### config.mk
export PLATFORM = sky130hd
export DESIGN_NAME = gpr_operand_fetch_flat
export DESIGN_NICKNAME = d
export VERILOG_FILES = /design/src/rtl/opf_pkg.sv /design/src/rtl/igpr_access_interface.sv /design/src/rtl/gpr_operand_fetch_sb.sv /design/src/rtl/gpr_operand_fetch.sv /design/src/flat_wrapper.sv
export SDC_FILE = /design/constraint.sdc
export NUM_CORES = 1
export LEC_CHECK = 0
export ABC_AREA = 1
export BUFFER_PORTS_ARGS = -buffer_cell sky130_fd_sc_hd__buf_2
export CELL_PAD_IN_SITES_DETAIL_PLACEMENT = 0
export CELL_PAD_IN_SITES_GLOBAL_PLACEMENT = 1
export CORE_MARGIN = 2
export CORE_UTILIZATION = 30
export CTS_BUF_LIST = sky130_fd_sc_hd__clkbuf_2
export CTS_CLUSTER_SIZE = 8
export DETAILED_ROUTE_END_ITERATION = 12
export PLACE_DENSITY_LB_ADDON = 0.25
export SETUP_SLACK_MARGIN = 0.02
export SLEW_MARGIN = 20
export SYNTH_ARGS = -nofsm -noshare
export SYNTH_HDL_FRONTEND = slang
export SYNTH_HIERARCHICAL = 1
export SYNTH_SLANG_ARGS = --single-unit
### constraint.sdc
create_clock -name clk_i -period 5.6 [get_ports clk_i]
set_clock_uncertainty 0.05 [all_clocks]
set_input_delay 0.56 -clock clk_i [delete_from_list [all_inputs] [get_ports clk_i]]
set_output_delay 0.56 -clock clk_i [all_outputs]
set_load 0.03 [all_outputs]
### src/rtl/opf_pkg.sv
// Shared types and constants for the operand-fetch stage.
// Defines XLEN (default 32) when no build option overrides it.
// Optional feature: OPF_WB_BYPASS_EN enables write-back to operand bypass.
`ifndef XLEN
`define XLEN 32
`endif

package opf_pkg;

    localparam int unsigned XLEN_W    = `XLEN;
    localparam int unsigned REG_IDX_W = 5;
    localparam int unsigned OPF_TAG_W = 8;

    // Contents of the single-entry issue buffer.
    typedef struct packed {
        logic [XLEN_W-1:0]    rs1data;
        logic [XLEN_W-1:0]    rs2data;
        logic [REG_IDX_W-1:0] rdidx;
        logic                 rden;
        logic [OPF_TAG_W-1:0] tag;
    } opf_issue_t;

    typedef enum logic {
        BUF_EMPTY = 1'b0,
        BUF_FULL  = 1'b1
    } opf_buf_state_t;

    // A register reference that can create a dependency (enabled, not x0).
    function automatic logic idx_live(input logic en, input logic [REG_IDX_W-1:0] idx);
        return en & (idx != '0);
    endfunction

endpackage

### src/rtl/igpr_access_interface.sv
// GPR read-port interface: two asynchronous read ports.
// master drives rs1index/rs2index and receives rs1data/rs2data.
`ifndef XLEN
`define XLEN 32
`endif

interface igpr_access_interface;
    logic [4:0]         rs1index;
    logic [4:0]         rs2index;
    logic [`XLEN-1:0]   rs1data;
    logic [`XLEN-1:0]   rs2data;

    modport master (output rs1index, output rs2index, input rs1data, input rs2data);
    modport slave  (input rs1index, input rs2index, output rs1data, output rs2data);
endinterface

### src/rtl/gpr_operand_fetch_sb.sv
// gpr_scoreboard: per-register busy bits for outstanding writers.
// Ports: clk_i/arst_i, flush_i (clear all), set_en_i/set_idx_i (new writer),
//        clr_en_i/clr_idx_i (write-back), rs1/rs2/rd lookup indices and
//        combinational busy lookups *_busy_c.
module gpr_scoreboard
    import opf_pkg::*;
#(
    parameter int unsigned NREG = 32
) (
    input  logic                 clk_i,
    input  logic                 arst_i,
    input  logic                 flush_i,
    input  logic                 set_en_i,
    input  logic [REG_IDX_W-1:0] set_idx_i,
    input  logic                 clr_en_i,
    input  logic [REG_IDX_W-1:0] clr_idx_i,
    input  logic [REG_IDX_W-1:0] rs1idx_i,
    input  logic [REG_IDX_W-1:0] rs2idx_i,
    input  logic [REG_IDX_W-1:0] rdidx_i,
    output logic                 rs1_busy_c,
    output logic                 rs2_busy_c,
    output logic                 rd_busy_c
);

    logic [NREG-1:0] busy_q;
    logic [NREG-1:0] busy_d;

    // Clear before set so a same-cycle set of the same index wins; x0 never busy.
    always_comb begin
        busy_d = busy_q;
        if (clr_en_i) busy_d[clr_idx_i] = 1'b0;
        if (set_en_i) busy_d[set_idx_i] = 1'b1;
        busy_d[0] = 1'b0;
        if (flush_i) busy_d = '0;
    end

    always_ff @(posedge clk_i or posedge arst_i) begin
        if (arst_i) busy_q <= '0;
        else        busy_q <= busy_d;
    end

    assign rs1_busy_c = busy_q[rs1idx_i];
    assign rs2_busy_c = busy_q[rs2idx_i];
    assign rd_busy_c  = busy_q[rdidx_i];

endmodule

### src/rtl/gpr_operand_fetch.sv
// gpr_operand_fetch: decode -> execute operand fetch/issue stage.
// Accepts one decoded instruction per handshake, reads rs1/rs2 through the
// gpr master port, stalls on RAW/WAW hazards against a busy scoreboard and
// holds the result in a one-entry issue buffer.
// Ports: clk_i, arst_i (async, active-high), flush_i, dec_* (decode side),
//        gpr (igpr_access_interface.master), wb_* (write-back), iss_* (execute).
// Build option: OPF_WB_BYPASS_EN forwards same-cycle write-back data to operands.
module gpr_operand_fetch
    import opf_pkg::*;
#(
    parameter int unsigned TAG_W = 8,
    parameter int unsigned NREG  = 32
) (
    input  logic                 clk_i,
    input  logic                 arst_i,
    input  logic                 flush_i,
    input  logic                 dec_valid_i,
    output logic                 dec_ready_o,
    input  logic                 dec_rs1en_i,
    input  logic                 dec_rs2en_i,
    input  logic [REG_IDX_W-1:0] dec_rs1idx_i,
    input  logic [REG_IDX_W-1:0] dec_rs2idx_i,
    input  logic                 dec_rden_i,
    input  logic [REG_IDX_W-1:0] dec_rdidx_i,
    input  logic [TAG_W-1:0]     dec_tag_i,
    igpr_access_interface.master gpr,
    input  logic                 wb_valid_i,
    input  logic [REG_IDX_W-1:0] wb_rdidx_i,
    input  logic [`XLEN-1:0]     wb_data_i,
    output logic                 iss_valid_o,
    input  logic                 iss_ready_i,
    output logic [`XLEN-1:0]     iss_rs1data_o,
    output logic [`XLEN-1:0]     iss_rs2data_o,
    output logic                 iss_rden_o,
    output logic [REG_IDX_W-1:0] iss_rdidx_o,
    output logic [TAG_W-1:0]     iss_tag_o
);

    opf_buf_state_t state_q, state_d;
    opf_issue_t     iss_q, iss_d;

    logic rs1_busy, rs2_busy, rd_busy;
    logic byp1, byp2;
    logic hz1, hz2, hzw;
    logic free, accept;
    logic [XLEN_W-1:0] op1, op2;

    assign gpr.rs1index = dec_rs1idx_i;
    assign gpr.rs2index = dec_rs2idx_i;

`ifdef OPF_WB_BYPASS_EN
    assign byp1 = wb_valid_i & (wb_rdidx_i == dec_rs1idx_i) & (dec_rs1idx_i != '0);
    assign byp2 = wb_valid_i & (wb_rdidx_i == dec_rs2idx_i) & (dec_rs2idx_i != '0);
`else
    // Without bypass the consumer waits for the GPR file write on the wb edge.
    logic unused_wb_data;
    assign unused_wb_data = ^wb_data_i;
    assign byp1 = 1'b0;
    assign byp2 = 1'b0;
`endif

    gpr_scoreboard #(.NREG(NREG)) u_sb (
        .clk_i      (clk_i),
        .arst_i     (arst_i),
        .flush_i    (flush_i),
        .set_en_i   (accept & dec_rden_i & (dec_rdidx_i != '0)),
        .set_idx_i  (dec_rdidx_i),
        .clr_en_i   (wb_valid_i & (wb_rdidx_i != '0)),
        .clr_idx_i  (wb_rdidx_i),
        .rs1idx_i   (dec_rs1idx_i),
        .rs2idx_i   (dec_rs2idx_i),
        .rdidx_i    (dec_rdidx_i),
        .rs1_busy_c (rs1_busy),
        .rs2_busy_c (rs2_busy),
        .rd_busy_c  (rd_busy)
    );

    assign hz1 = idx_live(dec_rs1en_i, dec_rs1idx_i) & rs1_busy & ~byp1;
    assign hz2 = idx_live(dec_rs2en_i, dec_rs2idx_i) & rs2_busy & ~byp2;
    assign hzw = idx_live(dec_rden_i, dec_rdidx_i) & rd_busy;

    // Buffer may drain and refill in the same cycle.
    assign free        = ~iss_valid_o | iss_ready_i;
    assign dec_ready_o = free & ~flush_i & ~(dec_valid_i & (hz1 | hz2 | hzw));
    assign accept      = dec_valid_i & dec_ready_o;

    // Operand select: x0 / unused -> 0, then bypass, then register file.
    always_comb begin
        op1 = gpr.rs1data;
        op2 = gpr.rs2data;
        if (byp1) op1 = wb_data_i;
        if (byp2) op2 = wb_data_i;
        if (!idx_live(dec_rs1en_i, dec_rs1idx_i)) op1 = '0;
        if (!idx_live(dec_rs2en_i, dec_rs2idx_i)) op2 = '0;
    end

    // Issue buffer next state; flush overrides accept and drain.
    always_comb begin
        state_d = state_q;
        iss_d   = iss_q;
        if (flush_i) begin
            state_d = BUF_EMPTY;
        end else if (accept) begin
            state_d       = BUF_FULL;
            iss_d.rs1data = op1;
            iss_d.rs2data = op2;
            iss_d.rdidx   = dec_rdidx_i;
            iss_d.rden    = dec_rden_i;
            iss_d.tag     = OPF_TAG_W'(dec_tag_i);
        end else if (iss_ready_i) begin
            state_d = BUF_EMPTY;
        end
    end

    always_ff @(posedge clk_i or posedge arst_i) begin
        if (arst_i) begin
            state_q <= BUF_EMPTY;
            iss_q   <= '0;
        end else begin
            state_q <= state_d;
            iss_q   <= iss_d;
        end
    end

    assign iss_valid_o   = (state_q == BUF_FULL);
    assign iss_rs1data_o = iss_q.rs1data;
    assign iss_rs2data_o = iss_q.rs2data;
    assign iss_rden_o    = iss_q.rden;
    assign iss_rdidx_o   = iss_q.rdidx;
    // Tag is stored at the package width and resized to the port width.
    assign iss_tag_o     = TAG_W'(iss_q.tag);

endmodule

### src/flat_wrapper.sv
// flat-port wrapper written by rule: the top's interface ports become plain ports
module gpr_operand_fetch_flat import opf_pkg::*;
#(
    parameter int unsigned TAG_W = 8,
    parameter int unsigned NREG  = 32
)
  (clk_i, arst_i, flush_i, dec_valid_i, dec_ready_o, dec_rs1en_i, dec_rs2en_i, dec_rs1idx_i, dec_rs2idx_i, dec_rden_i, dec_rdidx_i, dec_tag_i, wb_valid_i, wb_rdidx_i, wb_data_i, iss_valid_o, iss_ready_i, iss_rs1data_o, iss_rs2data_o, iss_rden_o, iss_rdidx_o, iss_tag_o, gpr_rs1index, gpr_rs2index, gpr_rs1data, gpr_rs2data);
  igpr_access_interface gpr_i ();
  input  logic clk_i;
  input  logic arst_i;
  input  logic flush_i;
  input  logic dec_valid_i;
  output logic dec_ready_o;
  input  logic dec_rs1en_i;
  input  logic dec_rs2en_i;
  input  logic [REG_IDX_W-1:0] dec_rs1idx_i;
  input  logic [REG_IDX_W-1:0] dec_rs2idx_i;
  input  logic dec_rden_i;
  input  logic [REG_IDX_W-1:0] dec_rdidx_i;
  input  logic [TAG_W-1:0] dec_tag_i;
  input  logic wb_valid_i;
  input  logic [REG_IDX_W-1:0] wb_rdidx_i;
  input  logic [`XLEN-1:0] wb_data_i;
  output logic iss_valid_o;
  input  logic iss_ready_i;
  output logic [`XLEN-1:0] iss_rs1data_o;
  output logic [`XLEN-1:0] iss_rs2data_o;
  output logic iss_rden_o;
  output logic [REG_IDX_W-1:0] iss_rdidx_o;
  output logic [TAG_W-1:0] iss_tag_o;
  output wire logic [$bits(gpr_i.rs1index)-1:0] gpr_rs1index;
  output wire logic [$bits(gpr_i.rs2index)-1:0] gpr_rs2index;
  input wire logic [$bits(gpr_i.rs1data)-1:0] gpr_rs1data;
  input wire logic [$bits(gpr_i.rs2data)-1:0] gpr_rs2data;
  assign gpr_rs1index = gpr_i.rs1index;
  assign gpr_rs2index = gpr_i.rs2index;
  assign gpr_i.rs1data = gpr_rs1data;
  assign gpr_i.rs2data = gpr_rs2data;
  gpr_operand_fetch #(.TAG_W(TAG_W), .NREG(NREG)) u_core (.clk_i(clk_i), .arst_i(arst_i), .flush_i(flush_i), .dec_valid_i(dec_valid_i), .dec_ready_o(dec_ready_o), .dec_rs1en_i(dec_rs1en_i), .dec_rs2en_i(dec_rs2en_i), .dec_rs1idx_i(dec_rs1idx_i), .dec_rs2idx_i(dec_rs2idx_i), .dec_rden_i(dec_rden_i), .dec_rdidx_i(dec_rdidx_i), .dec_tag_i(dec_tag_i), .gpr(gpr_i), .wb_valid_i(wb_valid_i), .wb_rdidx_i(wb_rdidx_i), .wb_data_i(wb_data_i), .iss_valid_o(iss_valid_o), .iss_ready_i(iss_ready_i), .iss_rs1data_o(iss_rs1data_o), .iss_rs2data_o(iss_rs2data_o), .iss_rden_o(iss_rden_o), .iss_rdidx_o(iss_rdidx_o), .iss_tag_o(iss_tag_o));
endmodule
==> flow_metrics.tcl <==
set metrics [dict create \
    status "finished clean" \
    initial_utilization 0.3052 \
    antenna_found_initial 4 \
    grtUsageMet1 0.2725 \
    yosys_most_used_dff "dfrtp_1" \
    cts_resized 0 \
    die_w_um 150.2 \
    ir_worst_vdd_v 0.00009831 \
    grt.total_usage 0.1932 \
    vias_per_cell 4.758 \
    post-cts-setup-buffers 0 \
    crit_required_ns 4.99 \
    cts_buffers 9 \
    drc 0 \
    h-tree-depth 3 \
    first_pass_iters 5 \
    cts_buffer_depth 2 \
    synth-edff-count 0 \
    power_mw 2.033 \
    maxSlewHeadroom 0.3510 \
    setup_viol 0 \
    routed_wl_mm 21.80 \
    tns_ns 0 \
    overflow 0 \
    final.period_utilization 0.6718 \
    max_freq_mhz 265.8 \
    path_class "reg -> out" \
    drive_above_1_share 0.2230 \
    grt-busiest-layer "met2" \
    ant_nets 0 \
    ys_seq_elements 110 \
    p_per_area_mw_per_mm2 267.6 \
    synth.cell_area_mm2 0.006415 \
    grt_pass1_vias 6158 \
    synth_cells 918 \
    nNetsFinal 1205 \
    synth_warnings 6 \
    hold-path-cell-count 5 \
    async_flop_share 1.000 \
    hold_viol 0 \
    io_pins 223 \
    clkTransAtPathRegs_ns 0.38 \
    rsz0062_at_grt "false" \
    use_met3 0.04636 \
    drt_iter0_drc 316 \
    yosysMostFrequentCell "nand2_1" \
    root_buffer "clkbuf_2" \
    endpoint_kind "primary output" \
    grt_pass1_wl_mm 34.11 \
    synthTopCellsByArea "dfrtp_1 (43%), nand2_1 (19%), nand4_1 (7.6%)" \
    syn_nets 1051 \
    final_area_mm2 0.007599 \
    start_kind "flip-flop" \
    seq_area_frac_synth 0.4291 \
    num_vias 6443 \
    io_buffers 190 \
    reg2regPathDepth 17 \
    cap_violations 0 \
    r2r_slack_ns 2.62 \
    worstPathArrival_ns 3.15 \
    tightestPinTransition_ns 0.9723 \
    gp_congestion 0.8071 \
    synth_top_area_frac 0.4291 \
    wl_per_cell_um 16.10 \
    core-area_mm2 0.02102 \
    postCtsHoldBufs 6 \
    yosys-top-cells-count "nand2_1 (319), dfrtp_1 (110), inv_1 (93)" \
    slew_viol_final 0 \
    synth.avg_cell_area_um2 6.988 \
    cp_max_fo 78 \
    cts_tree "yes" \
    whs_ns 0.08409 \
    fp-row-count 53 \
    dpl_cell_area_mm2 0.007412 \
    detailed_place_hpwl_mm 14.57 \
    die_h_um 150.2 \
    synth.distinct_cells 26 \
    fin_crit_ns 3.762 \
    power.leakage_nw 4.240 \
    synth_top_area_cell "dfrtp_1" \
    hold_class "in -> reg" \
    final_core_util 0.3615 \
    use_met2 0.2979 \
    grt_max_degree 80 \
    syn2layout_area_growth_pct 18.45 \
    insertion_delay_ns 0.64 \
    cts.sink_count 110 \
    die-area_mm2 0.02257 \
]
logic make-up (layout without fill, tap and decap cells):
kind of cell | count (synthesis) | count (layout) | synth area share
and+or+nand+nor | 575 | 575 | 0.3981
DFF | 110 | 110 | 0.4291
other | 0 | 3 | 0
buffers and inverters | 167 | 325 | 0.1203
AOI/OAI and AO/OA | 66 | 66 | 0.05247
layer usage:
layer  routed length (µm)  vias to the layer above
li1                     -                     3247
met3                 1388                       17
met1                10220                     2988
met2                 9924                      189
met4                  244                        2
met5                   13                        -
per-stage QoR:
step / setup slack [ns] / cells
finish: 1.838 / 1354
global route: 1.456 / 1354
CTS: 1.784 / 1349
detailed placement: 1.863 / 1328
global placement: 1.885 / 1328
floorplan: 2.912 / 918
critical path: stages (launching register included):
cell and delay, ns:
dfrtp_1 0.52, nand2_1 0.09, nand3_1 0.08, nand3_1 0.10, nand2_1 0.07, nand2_1 0.05
nand2_1 0.07, nand2_1 0.06, nand2_1 0.05, nand2_1 0.06, inv_1 0.03, nand2_1 0.06
nand2_1 0.08, nor2_4 0.11, buf_4 0.65, o21a_1 0.18, buf_2 0.19
final cells by class:
class	count	area (µm²)
fillers	2358	13420
multi-input cells	641	2902
flip-flops and latches	110	2753
repair buffers	207	1099
inverters	103	395.4
well taps	275	344.1
clock inverters	6	53.80
clock buffers	9	45.04
diodes	3	7.507
flip-flops by register name, indices dropped and copies added, names as in the netlist:
signal                count
u_core/iss_rs1data_o     32
u_core/iss_rs2data_o     32
u_core/u_sb/busy_q       31
u_core/iss_tag_o          8
u_core/iss_rdidx_o        5
u_core/iss_rden_o         1
u_core/iss_valid_o        1
path summary, 6_finish.rpt:
kind	startpoint	to
max	u_core/u_sb/busy_q[29]	dec_ready_o
min	gpr_rs1data[11]	u_core/iss_rs1data_o[11]
max reg2reg	u_core/u_sb/busy_q[29]	u_core/iss_rs2data_o[5]
min reg2reg	u_core/iss_rs1data_o[23]	u_core/iss_rs1data_o[23]
max in group asynchronous	arst_i	u_core/iss_rs1data_o[28]
min in group asynchronous	arst_i	u_core/iss_rs2data_o[25]
cell usage in the layout (no fill, tap or decap), drive strengths merged:
cell type	n
o41ai	1
diode	3
nand3b	2
dlygate4sd3	8
nor3	9
dfrtp	110
a21oi	32
o21a	1
clkbuf	9
o21ai	32
or2	1
nand3	90
buf	199
nand2	319
inv	105
clkinvlp	3
nor2	76
clkinv	1
nand4	78
power by group:
part | leakage [nW] | internal, mW | switching, mW
registers | 1.46 | 0.903 | 0.0571
logic | 2.73 | 0.188 | 0.523
clock network | 0.0545 | 0.0637 | 0.298
No activity file was read; power rests on OpenSTA's default activity.
